<file path="config.mk">
export PLATFORM = sky130hd
export DESIGN_NAME = array_out_collector
export DESIGN_NICKNAME = d
export VERILOG_FILES = /design/src/rtl/array_pkg.sv /design/src/rtl/out_row_fifo.sv /design/src/rtl/array_out_collector.sv
export SDC_FILE = /design/constraint.sdc
export NUM_CORES = 1
export LEC_CHECK = 0
export BUFFER_PORTS_ARGS = -buffer_cell sky130_fd_sc_hd__buf_4
export CELL_PAD_IN_SITES_DETAIL_PLACEMENT = 1
export CELL_PAD_IN_SITES_GLOBAL_PLACEMENT = 2
export CORE_MARGIN = 4
export CORE_UTILIZATION = 45
export DETAILED_ROUTE_END_ITERATION = 10
export PLACE_DENSITY = 0.86
export SLEW_MARGIN = 20
export SYNTH_ARGS = -nofsm -noshare
export SYNTH_HDL_FRONTEND = slang
export SYNTH_SLANG_ARGS = --single-unit
</file>
<file path="constraint.sdc">
create_clock -name clk -period 6.2 [get_ports clk]
set_input_delay 0.31 -clock clk [delete_from_list [all_inputs] [get_ports clk]]
set_output_delay 0.31 -clock clk [all_outputs]
set_load 0.02 [all_outputs]
</file>
<file path="src/rtl/array_pkg.sv">
`default_nettype none
// ============================================================================
// Module      : array_pkg
// Description : Definitions shared by the 4x4 output-stationary PE array and
//               its output collector. It holds the default element format and
//               array geometry, the collector state encoding and a clog2
//               helper. Optional build macro consumed by importers:
//               OUT_COLLECT_RELU_EN.
// Revision    : 1.0 - initial release
// ============================================================================
package array_pkg;

    // Default element format and array geometry.
    localparam int c_width      = 16;  // bits per element, signed fixed point
    localparam int c_decimal    = 8;   // fractional bits
    localparam int c_rows       = 4;   // PE rows = result rows per drain
    localparam int c_cols       = 4;   // PE columns = elements per row
    localparam int c_fifo_depth = 8;   // result-row FIFO entries

    // Collector FSM encoding.
    typedef enum logic [1:0] {
        IDLE = 2'd0,
        WAIT = 2'd1,
        CAPT = 2'd2
    } collector_state_t;

    // Bits needed to index 'value' items. The result is never below 1, so a
    // degenerate size still yields a legal vector width.
    function automatic int clog2(input int value);
        int result;
        result = 1;
        while ((1 << result) < value) begin
            result = result + 1;
        end
        return result;
    endfunction

endpackage
`default_nettype wire

</file>
<file path="src/rtl/out_row_fifo.sv">
`default_nettype none
// ============================================================================
// Module      : out_row_fifo
// Description : Synchronous first-word-fall-through FIFO for result rows.
//               pop_data always shows the head entry. A push into a full FIFO
//               is accepted only when a pop happens in the same cycle.
//   clk       in   clock, rising edge
//   rst       in   asynchronous active-low reset
//   push      in   write request
//   push_data in   DATA_W  write data
//   full      out  FIFO holds DEPTH entries
//   pop       in   read request; ignored while empty
//   pop_data  out  DATA_W  head entry
//   empty     out  FIFO holds no entries
// Revision    : 1.0 - initial release
// ============================================================================
module out_row_fifo
    import array_pkg::*;
#(
    parameter int DATA_W = 8,
    parameter int DEPTH  = 8
) (
    input  logic              clk,
    input  logic              rst,
    input  logic              push,
    input  logic [DATA_W-1:0] push_data,
    output logic              full,
    input  logic              pop,
    output logic [DATA_W-1:0] pop_data,
    output logic              empty
);

    localparam int c_ptr_w = clog2(DEPTH);
    localparam int c_cnt_w = clog2(DEPTH + 1);
    localparam logic [c_ptr_w-1:0] c_ptr_last = c_ptr_w'(DEPTH - 1);
    localparam logic [c_cnt_w-1:0] c_cnt_full = c_cnt_w'(DEPTH);

    logic [DATA_W-1:0]  r_mem [DEPTH];
    logic [c_ptr_w-1:0] r_wr_ptr;
    logic [c_ptr_w-1:0] r_rd_ptr;
    logic [c_cnt_w-1:0] r_count;

    logic w_do_pop;
    logic w_do_push;

    assign w_do_pop  = pop && (r_count != '0);
    // A pop in the same cycle frees the slot, so a push into a full FIFO is
    // still accepted.
    assign w_do_push = push && ((r_count != c_cnt_full) || w_do_pop);

    always_ff @(posedge clk or negedge rst) begin
        if (!rst) begin
            r_wr_ptr <= '0;
            r_rd_ptr <= '0;
            r_count  <= '0;
            for (int i = 0; i < DEPTH; i++) begin
                r_mem[i] <= '0;
            end
        end else begin
            if (w_do_push) begin
                r_mem[r_wr_ptr] <= push_data;
                r_wr_ptr        <= (r_wr_ptr == c_ptr_last) ? '0 : r_wr_ptr + 1'b1;
            end
            if (w_do_pop) begin
                r_rd_ptr <= (r_rd_ptr == c_ptr_last) ? '0 : r_rd_ptr + 1'b1;
            end
            if (w_do_push && !w_do_pop) begin
                r_count <= r_count + 1'b1;
            end else if (w_do_pop && !w_do_push) begin
                r_count <= r_count - 1'b1;
            end
        end
    end

    assign full     = (r_count == c_cnt_full);
    assign empty    = (r_count == '0);
    assign pop_data = r_mem[r_rd_ptr];

endmodule
`default_nettype wire

</file>
<file path="src/rtl/array_out_collector.sv">
`default_nettype none
// ============================================================================
// Module      : array_out_collector
// Description : Drains the PE array outs bus. It removes the per-column
//               diagonal skew, optionally applies ReLU and buffers aligned
//               rows in a FWFT FIFO that is read over a valid/ready handshake.
//               Build macro OUT_COLLECT_RELU_EN zeroes negative elements
//               before the FIFO push.
//   clk         in   clock, rising edge
//   rst         in   asynchronous active-low reset
//   drain_start in   one-cycle pulse; results shift out from the next cycle
//   outs_in     in   COLS*WIDTH  array outs, column c at [c*WIDTH +: WIDTH]
//   out_valid   out  head row available
//   out_ready   in   consumer accepts head row
//   out_data    out  COLS*WIDTH  aligned row, same packing as outs_in
//   out_row_idx out  clog2(ROWS) row index within the drain
//   busy        out  drain in progress or rows still buffered
//   overflow    out  sticky, a row was dropped on a full FIFO
// Revision    : 1.0 - initial release
// ============================================================================
module array_out_collector
    import array_pkg::*;
#(
    parameter int WIDTH      = c_width,
    parameter int DECIMAL    = c_decimal,
    parameter int ROWS       = c_rows,
    parameter int COLS       = c_cols,
    parameter int FIFO_DEPTH = c_fifo_depth
) (
    input  logic                    clk,
    input  logic                    rst,
    input  logic                    drain_start,
    input  logic [COLS*WIDTH-1:0]   outs_in,
    output logic                    out_valid,
    input  logic                    out_ready,
    output logic [COLS*WIDTH-1:0]   out_data,
    output logic [clog2(ROWS)-1:0]  out_row_idx,
    output logic                    busy,
    output logic                    overflow
);

    localparam int c_idx_w  = clog2(ROWS);
    localparam int c_row_w  = COLS * WIDTH;
    localparam int c_cnt_w  = clog2((ROWS > COLS) ? ROWS : COLS);
    localparam logic [c_cnt_w-1:0] c_wait_last = c_cnt_w'((COLS > 1) ? COLS - 2 : 0);
    localparam logic [c_cnt_w-1:0] c_row_last  = c_cnt_w'(ROWS - 1);

    // Elements are carried bit-exact in their fixed-point format; the
    // fractional position matters only to the consumer. An out-of-range
    // DECIMAL elaborates this empty marker block.
    if ((DECIMAL < 0) || (DECIMAL >= WIDTH)) begin : g_decimal_out_of_range
    end

    // ------------------------------------------------------------------
    // Deskew: column c is delayed by COLS-1-c cycles. Each element of a
    // row then reaches the FIFO input in the same cycle.
    // ------------------------------------------------------------------
    logic [c_row_w-1:0] w_row;

    for (genvar c = 0; c < COLS; c++) begin : g_col
        localparam int c_stages = COLS - 1 - c;
        logic [WIDTH-1:0] w_aligned;

        if (c_stages == 0) begin : g_pass
            assign w_aligned = outs_in[c*WIDTH +: WIDTH];
        end else begin : g_dly
            logic [WIDTH-1:0] r_pipe [c_stages];

            always_ff @(posedge clk or negedge rst) begin
                if (!rst) begin
                    for (int s = 0; s < c_stages; s++) begin
                        r_pipe[s] <= '0;
                    end
                end else begin
                    r_pipe[0] <= outs_in[c*WIDTH +: WIDTH];
                    for (int s = 1; s < c_stages; s++) begin
                        r_pipe[s] <= r_pipe[s-1];
                    end
                end
            end

            assign w_aligned = r_pipe[c_stages-1];
        end

`ifdef OUT_COLLECT_RELU_EN
        // A negative element is replaced by zero. This is combinational,
        // so it adds no latency.
        assign w_row[c*WIDTH +: WIDTH] = w_aligned[WIDTH-1] ? '0 : w_aligned;
`else
        assign w_row[c*WIDTH +: WIDTH] = w_aligned;
`endif
    end

    // ------------------------------------------------------------------
    // Drain sequencer: WAIT covers the deskew fill (COLS-1 cycles). CAPT
    // pushes one aligned row per cycle for ROWS cycles.
    // ------------------------------------------------------------------
    collector_state_t   r_state;
    collector_state_t   w_state_nxt;
    logic [c_cnt_w-1:0] r_cnt;
    logic [c_cnt_w-1:0] w_cnt_nxt;
    logic               w_push;

    always_ff @(posedge clk or negedge rst) begin
        if (!rst) begin
            r_state <= IDLE;
            r_cnt   <= '0;
        end else begin
            r_state <= w_state_nxt;
            r_cnt   <= w_cnt_nxt;
        end
    end

    always_comb begin
        w_state_nxt = r_state;
        w_cnt_nxt   = r_cnt;
        w_push      = 1'b0;
        case (r_state)
            IDLE: begin
                if (drain_start) begin
                    w_cnt_nxt = '0;
                    if (COLS == 1) begin
                        w_state_nxt = CAPT;
                    end else begin
                        w_state_nxt = WAIT;
                    end
                end
            end
            WAIT: begin
                if (r_cnt == c_wait_last) begin
                    w_state_nxt = CAPT;
                    w_cnt_nxt   = '0;
                end else begin
                    w_cnt_nxt = r_cnt + 1'b1;
                end
            end
            CAPT: begin
                w_push = 1'b1;
                if (r_cnt == c_row_last) begin
                    w_state_nxt = IDLE;
                    w_cnt_nxt   = '0;
                end else begin
                    w_cnt_nxt = r_cnt + 1'b1;
                end
            end
            default: begin
                w_state_nxt = IDLE;
                w_cnt_nxt   = '0;
            end
        endcase
    end

    // ------------------------------------------------------------------
    // Row FIFO. Each entry holds the row index above the row data.
    // ------------------------------------------------------------------
    logic [c_idx_w+c_row_w-1:0] w_push_data;
    logic [c_idx_w+c_row_w-1:0] w_head;
    logic                       w_full;
    logic                       w_empty;
    logic                       w_pop;
    logic                       w_drop;
    logic                       r_overflow;

    assign w_push_data = {c_idx_w'(r_cnt), w_row};
    assign w_pop       = out_ready && !w_empty;
    // The array cannot be stalled. A row that finds the FIFO full with no
    // simultaneous pop is lost.
    assign w_drop      = w_push && w_full && !w_pop;

    out_row_fifo #(
        .DATA_W (c_idx_w + c_row_w),
        .DEPTH  (FIFO_DEPTH)
    ) u_fifo (
        .clk       (clk),
        .rst       (rst),
        .push      (w_push),
        .push_data (w_push_data),
        .full      (w_full),
        .pop       (w_pop),
        .pop_data  (w_head),
        .empty     (w_empty)
    );

    always_ff @(posedge clk or negedge rst) begin
        if (!rst) begin
            r_overflow <= 1'b0;
        end else if (w_drop) begin
            r_overflow <= 1'b1;
        end
    end

    assign out_valid   = !w_empty;
    assign out_data    = w_head[c_row_w-1:0];
    assign out_row_idx = w_head[c_idx_w+c_row_w-1:c_row_w];
    assign busy        = (r_state != IDLE) || !w_empty;
    assign overflow    = r_overflow;

endmodule
`default_nettype wire

</file>
[After elaboration in Yosys (flattened, before gate mapping)]
Index checks and enable logic that the tools add are counted.
Storage, ports and cells
  output and inout bits: 69
  ROM bits: 0
  logic and storage cells: 80
  latch bits: 0
  RAM bits: 0
  memories kept: 0
  bits in registers: 639
Operators by class
  $add $sub $neg: 5
  multipliers: 0
  divide/modulo/power cells: 0
  order comparisons: 3
  equal/unequal tests: 11
  mux-type cells: 19
  shift operators: 0
  reductions and logical operators: 20
  bitwise operators: 2
Operator list (count)
  $bwmux W528: 1
  $bmux W66 S3: 1
  $demux W66 S3: 1
  $mux W66: 3
  $mux W2: 6
  $pmux W2 S3: 2
  $ge A4 B4 Y1 const B: 2
  $logic_and A1 B1 Y1: 8
  $mux W4: 2
  $not A3 Y4: 2
  $add A3 B1 Y3 const B: 2
  $eq A2 B2 Y1 const B: 3
  $eq A3 B3 Y1 const B: 2
  $mux W3: 2
  $ne A2 B2 Y1 const B: 3
  $add A4 B1 Y4 const B: 1
  $eq A4 B4 Y1 const B: 1
  $logic_not A1 Y1: 4
  $logic_not A4 Y1: 1
  $lt A4 B1 Y1 const B: 1
  $ne A4 B4 Y1 const B: 1
  $reduce_bool A2 Y1: 2
  $reduce_bool A4 Y1: 1
  $sub A4 B1 Y4 const B: 1
  6 further kinds: 7

[Logic depth before layout (Yosys ltp)]
Gate-level depths: netlist (run 1).
  depth after elaboration: 10
  mapped depth: 11
  mapped depth without buffers: 10

[By module]
From an unflattened synthesis (run 1), not the netlist that was laid out.
Second synthesis, totals
  cells, all modules: 1549
  area total of the unflattened synthesis: 27202.3 um2
Modules (own cells, without submodules)
  out_row_fifo: instances 1, area each 24404.7 um2, cells an instance 1417, sequential area each 13462.9 um2
  array_out_collector: instances 1, area each 2797.7 um2, cells an instance 132, sequential area each 2527.4 um2

[Worst setup path after synthesis (run 1)]
OpenSTA, ideal clock, no wires.
  kind: register -> register
  start: register u_fifo.r_count[1]
  end: register u_fifo.r_count[3]
  arrival time: 2.643 ns
  period minus slack after synthesis: 2.774 ns
  setup slack: 3.426 ns
  stages on the path, launching flop included: 10
  required time: 6.069 ns
  cell sequence: dfrtp_1 or3_4 o21ai_0 inv_1 ha_1 inv_1 ha_1 or4_1 o211ai_1 o211ai_1
On the way
  longest elaborated chain between the ends: 9
  elaborated cells between the ends (all ways): 17
Ends and longest elaborated chain
  start: declaration: RTL line out_row_fifo.sv:41  | logic [c_cnt_w-1:0] r_count;
  start signal: assignment: RTL line out_row_fifo.sv:68  | r_count <= r_count + 1'b1;
  start signal: assignment: RTL line out_row_fifo.sv:70  | r_count <= r_count - 1'b1;
  $logic_not A4 Y1: RTL line out_row_fifo.sv:76  | assign empty = (r_count == '0);
  $logic_not A1 Y1: RTL line array_out_collector.sv:165  | assign w_pop = out_ready && !w_empty;
  $logic_and A1 B1 Y1: RTL line array_out_collector.sv:165
  $logic_and A1 B1 Y1: RTL line out_row_fifo.sv:46  | assign w_do_pop = pop && (r_count != '0);
  $logic_or A1 B1 Y1 *: RTL line out_row_fifo.sv:49  | assign w_do_push = push && ((r_count != c_cnt_full) || w_do_pop);
  $logic_and A1 B1 Y1 *: RTL line out_row_fifo.sv:49
  via u_fifo.w_do_push: RTL line out_row_fifo.sv:44  | logic w_do_push;
  $logic_not A1 Y1: RTL line out_row_fifo.sv:69  | end else if (w_do_pop && !w_do_push) begin
  $logic_and A1 B1 Y1: RTL line out_row_fifo.sv:69
  $reduce_bool A2 Y1 (no source line)
The timed path passes the listed nets; every way through them passes the cells marked *. The select of a mux whose other input is x is not followed.
A chain may end at the register's enable or synchronous reset.

[Final worst setup path (run 1)]
  start: register u_fifo.r_rd_ptr[0]
  end: output port out_data[25]
On the way
  longest elaborated chain between the ends: 4
Ends and longest elaborated chain
  start: declaration: RTL line out_row_fifo.sv:40  | logic [c_ptr_w-1:0] r_rd_ptr;
  start signal: assignment: RTL line out_row_fifo.sv:65  | r_rd_ptr <= (r_rd_ptr == c_ptr_last) ? '0 : r_rd_ptr + 1'b1;
  $not A3 Y4 (implied by the code): RTL line out_row_fifo.sv:77  | assign pop_data = r_mem[r_rd_ptr];
  $bmux W66 S3: RTL line out_row_fifo.sv:77
  $mux W66 (implied by the code) (2 in a row): RTL line out_row_fifo.sv:77
  end: declaration: RTL line array_out_collector.sv:36  | output logic [COLS*WIDTH-1:0] out_data,
Every way passes these cells. The select of a mux whose other input is x is not followed.

==> flow_summary.toml, run 1 <==
[status]
status = "completed"

[floorplan]
core-area_um2 = 59200
start_util_pct = 45.6
die-width_um = 253
row_count = 89
dieHeight_um = 253
total_die_area_um2 = 64100
io-pin-count = 137

[synthesis]
post_synth_fa_ha_maj_area_fraction_pct = 0.768
synth_area_um2 = 27000
area_fraction_in_compound_gates_after_synthesis_pct = 0.671
post_synth_main_area_contributors = "sky130_fd_sc_hd__dfrtp_1 59%, sky130_fd_sc_hd__mux2_2 25%, sky130_fd_sc_hd__mux4_2 11%"
syn_inst = 1551
synth-simple-area-share_pct = 0.750
syn_nets = 1635
yosys_top_cell_by_area = "sky130_fd_sc_hd__dfrtp_1"
synth-seq-area-share_pct = 59.2
synthMuxAreaShare_pct = 36.0
ys_seq_elements = 639
synth.yosys.warnings = 0
synth_top_family_by_area = "multiplexers"
synth.lib_cells_used.distinct = 40
netlist.area_leader.share_pct = 59.2
synth_xor_area_share_pct = 0.0648
postSynthAreaPerCell_um2 = 17.4

[setup_path]
timing.rr.end = "u_fifo.r_mem[304]"
r2r_cells = 6
end_kind = "primary output"
timing.reg2reg.setup_slack_ns = 2.95
crit_arrival_ns = 3.35
timing.critical_path.fanout_max = 46
setup.worst_path.start_class = "flip-flop"
worst_ep_required_time_ns = 5.89
rr_startpoint = "r_state[0]"
timing.setup.critical_path_class = "flip-flop to primary output"

[timing]
final.setup.worst_slack_ns = 2.54
finalHoldViolCount = 0
finalHoldWorstSlack_ns = 0.0302
final_period_minus_worst_setup_slack_ns = 3.66
worstMarginPinSlew_ns = 1.12
sum_neg_setup_slack_ns = 0
max_clock_freq_mhz = 273
timing.final.max_slew_violations = 0
setup_viol = 0
slew-limit-headroom_pct = 25.2
rsz_0062_raised_after_global_routing = "false"
finalCritPeriodShare_pct = 59.1
clock-skew-final_ns = 0.0141

[clocking]
tritoncts = "built"
post_cts.repair.setup_buffers = 0
cts-htree-levels = 3
clock_tree.root_cell = "sky130_fd_sc_hd__clkbuf_16"
clk_latency_ns = 0.60
tritoncts_num_sinks = 639
path_clk_slew_ns = 0.06
cts_max_path_buffers = 3
cts_buffers = 69

[min_path]
min_path_type = "primary input to flip-flop"
worst_hold_path.endpoint = "u_fifo.r_mem[57]"
hold_start = "outs_in[57]"
holdPathStages = 2

[detailed_routing]
viasPerCell = 5.53
vias = 14179
drt-initial-drc-count = 688
drt_pass1_iterations = 4
drc = 0
wirelength_met1_mm = 26.1
highest_layer = "met4"
detail_route.wl_per_cell_um = 23.3
antenna_violating_nets_post_route = 0
met3_wirelength_mm = 1.82
routed_wirelength_mm = 59.8
detailroute.wirelength.met2_mm = 30.9

[global_routing]
gr-usage-all-layers_pct = 19.2
grt_pass1_wl_mm = 96.5
grt.overflow.total = 0
largest_net_degree_at_the_start_of_global_routing = 185
grt_pass1_vias = 16488
antenna_found_initial = 1

[cells_and_area]
antenna-diode-count = 0
drive_gt1_share_pct = 55.8
area.sequential_um2 = 16000
fillers = 5353
nNetsFinal = 1827
areaGrowthSynthToFinish_pct = 16.8
multi_input_comb_area_um2 = 10400
utilization_pct = 53.3

[pwr]
ir_drop_v = 0.000282
leakage_nw = 15.0
p_per_area_nw_per_um2 = 401
report.power.total_mw = 12.7

[run]
cap_viol_max_count = 0

[placed_design]
place_congestion = 0.713
io_buffers = 136
detailed_place_hpwl_mm = 33.7
pre_cts_ws_ns = 2.92
==> cell usage in the layout (no fill, tap or decap), drive strengths merged, types with 2 or more instances in the layout <==
cell         Yosys  layout
dlygate4sd3      0      62
nand3            2       2
a22oi            2       2
ha              15      15
nand2            5       5
clkbuf          16      98
inv              8      12
nor2             3       3
buf             80     155
a21oi            6       6
nor3             4       4
o21ai            5       5
mux4           132     132
o2111ai          2       2
o211ai           2       2
nand4b           3       3
nor2b            5       5
xnor2            2       2
nor4bb           2       2
or3              2       2
clkinv           0      14
mux2           600     600
bufinv           0       4
dfrtp          639     639
o22ai            2       2
nand2b           3       3
==> cells by family (layout without fill, tap and decap cells) <==
family / count (synthesis) / in the layout
xor gates and xnor gates: 2 / 2
AOI/OAI and AO/OA: 24 / 24
muxes: 733 / 733
buffers and inverters: 104 / 345
DFF: 639 / 639
and+or+nand+nor: 33 / 33
adders and majority gates: 16 / 16
==> cell usage after synthesis (all sizes together) <==
cell and instances:
a2111o 1, a21o 1, a21oi 6, a22oi 2, a31o 1, buf 80, clkbuf 16, dfrtp 639
fa 1, ha 15, inv 8, mux2 600, mux2i 1, mux4 132, nand2 5, nand2b 3
nand3 2, nand3b 1, nand4 1, nand4b 3, nor2 3, nor2b 5, nor3 4, nor3b 1
nor4bb 2, o2111ai 2, o211ai 2, o21ai 5, o22ai 2, o32a 1, o41ai 1, or3 2
or4 1, xnor2 2
==> worst max-delay path by stage <==
stage / start / to / slack (ns) / cells past startpoint
2_1_floorplan: u_fifo.r_count[1] / u_fifo.r_count[3] / 3.43 / 9
3_3_place_gp: r_state[0] / u_fifo.r_mem[308] / 3.00 / 6
3_5_place_dp: r_state[0] / u_fifo.r_mem[325] / 2.92 / 6
4_1_cts: u_fifo.r_rd_ptr[0] / out_data[26] / 2.38 / 4
5_1_grt: u_fifo.r_rd_ptr[0] / out_data[25] / 2.27 / 4
6_report: u_fifo.r_rd_ptr[0] / out_data[25] / 2.54 / 4
==> repair_timing <==
action | 4_1_cts | 5_1_grt
endpoints found under the hold margin | 196 | 0
gates resized for setup | 0 | 0
setup endpoints to repair | 0 | 0
hold buffers | 62 | 0
==> layer usage <==
layer / global-route usage [%] / vias to the layer above
li1: - / 6157
met1: 25.8 / 7739
met2: 33.4 / 210
met3: 3.06 / 73
met4: 3.91 / 0
met5: 0 / -
==> per-stage QoR <==
| step | instance area (um^2) | instances |
|---|---|---|
| 6_report | 31600 | 2565 |
| 5_1_grt | 31600 | 2565 |
| 4_1_cts | 31600 | 2564 |
| 3_5_place_dp | 28700 | 2382 |
| 3_3_place_gp | 28700 | 2382 |
| 2_1_floorplan | 27000 | 1551 |
==> worst max-delay path, cell delays in order (launching register included) <==
cell and delay [ns]:
sky130_fd_sc_hd__dfrtp_4 1.07, sky130_fd_sc_hd__buf_4 0.55, sky130_fd_sc_hd__mux4_2 0.58, sky130_fd_sc_hd__mux2_2 0.32
sky130_fd_sc_hd__buf_4 0.17
==> cell type report <==
type | count | share of cell area, %
Inverter | 8 | 0.0951
Clock inverter | 22 | 0.911
Clock buffer | 98 | 6.29
Timing Repair Buffer | 217 | 5.93
Multi-Input combinational cell | 808 | 33.0
Sequential cell | 639 | 50.7
Tap cell | 773 | 3.06
==> state kept, by name, indices dropped and copies added, names as in the netlist <==
| signal | flops |
|---|---|
| overflow | 1 |
| g_col.g_dly.r_pipe | 64 |
| u_fifo.r_wr_ptr | 3 |
| g_col.w_aligned | 32 |
| u_fifo.r_mem | 528 |
| r_state | 2 |
| r_cnt | 2 |
| u_fifo.r_count | 4 |
| u_fifo.r_rd_ptr | 3 |
==> power by group <==
group	switching [mW]	internal [mW]
sequential	0.638	4.79
combinational	1.39	1.76
clock	1.68	2.41
Note: power is estimated with default switching activity, not from simulation.
==> inputs of run 2 (changes only) <==
--- a/config.mk
+++ b/config.mk
@@ -9,9 +9,9 @@
 export CELL_PAD_IN_SITES_DETAIL_PLACEMENT = 1
 export CELL_PAD_IN_SITES_GLOBAL_PLACEMENT = 2
 export CORE_MARGIN = 4
-export CORE_UTILIZATION = 45
+export CORE_UTILIZATION = 42
 export DETAILED_ROUTE_END_ITERATION = 10
-export PLACE_DENSITY = 0.86
+export PLACE_DENSITY = 0.85
 export SLEW_MARGIN = 20
 export SYNTH_ARGS = -nofsm -noshare
 export SYNTH_HDL_FRONTEND = slang
==> constraint.sdc (replaced) <==
create_clock -name clk -period 3.17 [get_ports clk]
set_input_delay 0.1585 -clock clk [delete_from_list [all_inputs] [get_ports clk]]
set_output_delay 0.1585 -clock clk [all_outputs]
set_load 0.02 [all_outputs]
==> run 2 against run 1 <==
  * Sequential share of layout area down 0.75 points
  * Register-to-register slack worse by 2.8 ns
  * Count of clock-buffer cells in the layout up 5
  * Clock power up 96%
  * Total power up 97%
  * Worst hold slack better by 0.17 ns
  * Worst setup slack worse by 2.4 ns
  * Clock skew up 0.0082 ns
  * Die area up 6.9%
  * Highest routed layer unchanged
==> flow_summary.toml, run 2 (synthesis results as in run 1) <==
[cells_and_area]
max_reg_flops = 528
post_route_non_filler_standard_cell_count = 2667
layout_common_cells = "636 x sky130_fd_sc_hd__dfrtp_1, 593 x sky130_fd_sc_hd__mux2_2, 156 x sky130_fd_sc_hd__buf_4, 132 x sky130_fd_sc_hd__mux4_2, 72 x sky130_fd_sc_hd__clkbuf_16"
nNetsFinal = 1856
areaGrowthSynthToFinish_pct = 18.6
area.sequential_um2 = 16000
post-route-cell-area_um2 = 32100
registers.top_by_ff_count = "u_fifo.r_mem"
fillers = 5868
drive_gt1_share_pct = 56.0
layout_commonest_cell = "sky130_fd_sc_hd__dfrtp_1"
multi_input_comb_area_um2 = 10400
antenna-diode-count = 0
utilization_pct = 50.5

[timing]
final_period_minus_worst_setup_slack_ns = 3.02
finalHoldWorstSlack_ns = 0.203
max_clock_freq_mhz = 331
clock-skew-final_ns = 0.0223
timing.final.max_slew_violations = 0
finalHoldViolCount = 0
final.setup.worst_slack_ns = 0.152
setup_viol = 0
worstMarginPinSlew_ns = 0.824
rsz_0062_raised_after_global_routing = "false"
finalCritPeriodShare_pct = 95.2
sum_neg_setup_slack_ns = 0
slew-limit-headroom_pct = 44.8

[run]
cap_viol_max_count = 0

[detailed_routing]
antenna_violating_nets_post_route = 0
vias = 14385
viasPerCell = 5.39
routed_wirelength_mm = 61.1
drt-initial-drc-count = 651
drt_pass1_iterations = 4
detail_route.wl_per_cell_um = 22.9
drc = 0

[pwr]
leakage_nw = 15.1
switchingPower_mw = 7.25
internal_power_summed_over_all_cells_mw = 17.7
combPwrFrac_pct = 26.5
ir_drop_v = 0.000751
p_clk_share_pct = 32.1
report.power.total_mw = 24.9
p_per_area_nw_per_um2 = 778
relative_contribution_of_sequential_cells_to_total_power_pct = 41.4
switching_share_pct = 29.1

[clocking]
clk_latency_ns = 0.60
cts-htree-levels = 3
clock_tree.root_cell = "sky130_fd_sc_hd__clkbuf_16"
post_cts.repair.setup_buffers = 0
cts_max_path_buffers = 3
cts_buffers = 70
path_clk_slew_ns = 0.06
tritoncts = "built"
tritoncts_num_sinks = 639

[min_path]
min_path_type = "primary input to flip-flop"
hold_start = "outs_in[20]"
worst_hold_path.endpoint = "g_col[1].g_dly.r_pipe[20]"
holdPathStages = 2

[setup_path]
crit_arrival_ns = 3.48
worst_path_cell_chain = "or3_4 > o21ai_0 > inv_1 > ha_1 > inv_1 > ha_1 > or4_1 > o211ai_1 > o211ai_1"
critPathBufInv = 2
timing.reg2reg.setup_slack_ns = 0.15
slowest_cell_delay_on_critical_path_ns = 0.55
timing.critical_path.fanout_max = 6
worst_ep_required_time_ns = 3.63
timing.rr.end = "u_fifo.r_count[3]"
setup.worst_path.start_class = "flip-flop"
timing.setup.critical_path_class = "flip-flop to flip-flop"
r2r_cells = 9
end_kind = "flip-flop"
cpLargestDelayFamily = "simple AND/OR/NAND/NOR gates"
rr_startpoint = "u_fifo.r_count[1]"
critical-path-slowest-cell = "sky130_fd_sc_hd__or4_1"

[floorplan]
dieHeight_um = 262
row_count = 92
die-width_um = 262
total_die_area_um2 = 68500
io-pin-count = 137
core-area_um2 = 63400
start_util_pct = 42.6

[status]
status = "completed"

[placed_design]
io_buffers = 136
numPlacedInstances = 2479
detailed_place_hpwl_mm = 35.3
place_congestion = 0.714
postPlaceCellArea_um2 = 29100
pre_cts_ws_ns = 0.200

[global_routing]
grt.overflow.total = 0
grt_pass1_vias = 16611
grt_pass1_wl_mm = 97.3
antenna_found_initial = 0
largest_net_degree_at_the_start_of_global_routing = 96
gr-usage-all-layers_pct = 18.3
run 2: power by group through the flow:
stage                     combinational (mW)  sequential (mW)  clock [mW]
after detailed placement                6.66             10.5           0
after floorplan                         4.75             9.96           0
final                                   6.61             10.3        8.00
after global placement                  6.49             10.3           0
after global routing                    7.12             10.5        8.58
after CTS                               6.76             10.3        8.24
run 2: how the worst max path moves through the flow:
stage	start	endpoint	slack [ns]	cells past startpoint
floorplan	u_fifo.r_count[1]	u_fifo.r_count[3]	0.40	9
global placement	u_fifo.r_count[1]	u_fifo.r_count[3]	0.33	9
detailed placement	u_fifo.r_count[1]	u_fifo.r_count[3]	0.20	9
CTS	u_fifo.r_count[1]	u_fifo.r_count[3]	0.17	9
global route	u_fifo.r_count[1]	u_fifo.r_count[3]	0.04	9
finish	u_fifo.r_count[1]	u_fifo.r_count[3]	0.15	9
run 2: final cells by class:
class                   instances  share of cell area, %
clock buffers                 103                   6.33
flip-flops and latches        639                   49.9
clock inverters                18                  0.687
well taps                     846                   3.30
multi-input cells             808                   32.6
inverters                       8                 0.0937
repair buffers                245                   7.10
run 2: per-layer routing:
| metal | vias up | GRT usage [%] | routed length (um) |
|---|---|---|---|
| met5 | - | 0 | 0 |
| met4 | 0 | 5.01 | 1160 |
| met3 | 82 | 2.87 | 1880 |
| met2 | 187 | 32.3 | 31600 |
| met1 | 7904 | 23.6 | 26500 |
| li1 | 6212 | - | - |
run 2: worst reg2reg max path, stage by stage, from the launching register on:
cell and delay [ns]:
sky130_fd_sc_hd__dfrtp_1 0.47, sky130_fd_sc_hd__or3_4 0.49, sky130_fd_sc_hd__o21ai_0 0.30, sky130_fd_sc_hd__inv_1 0.09, sky130_fd_sc_hd__ha_1 0.28, sky130_fd_sc_hd__inv_1 0.16, sky130_fd_sc_hd__ha_1 0.32, sky130_fd_sc_hd__or4_1 0.55
sky130_fd_sc_hd__o211ai_1 0.13, sky130_fd_sc_hd__o211ai_1 0.11
run 2: repair_timing:
action,in CTS,in global routing
hold buffers,67,0
hold endpoints to repair,248,0
resized for setup,0,0
setup endpoints to repair,0,0
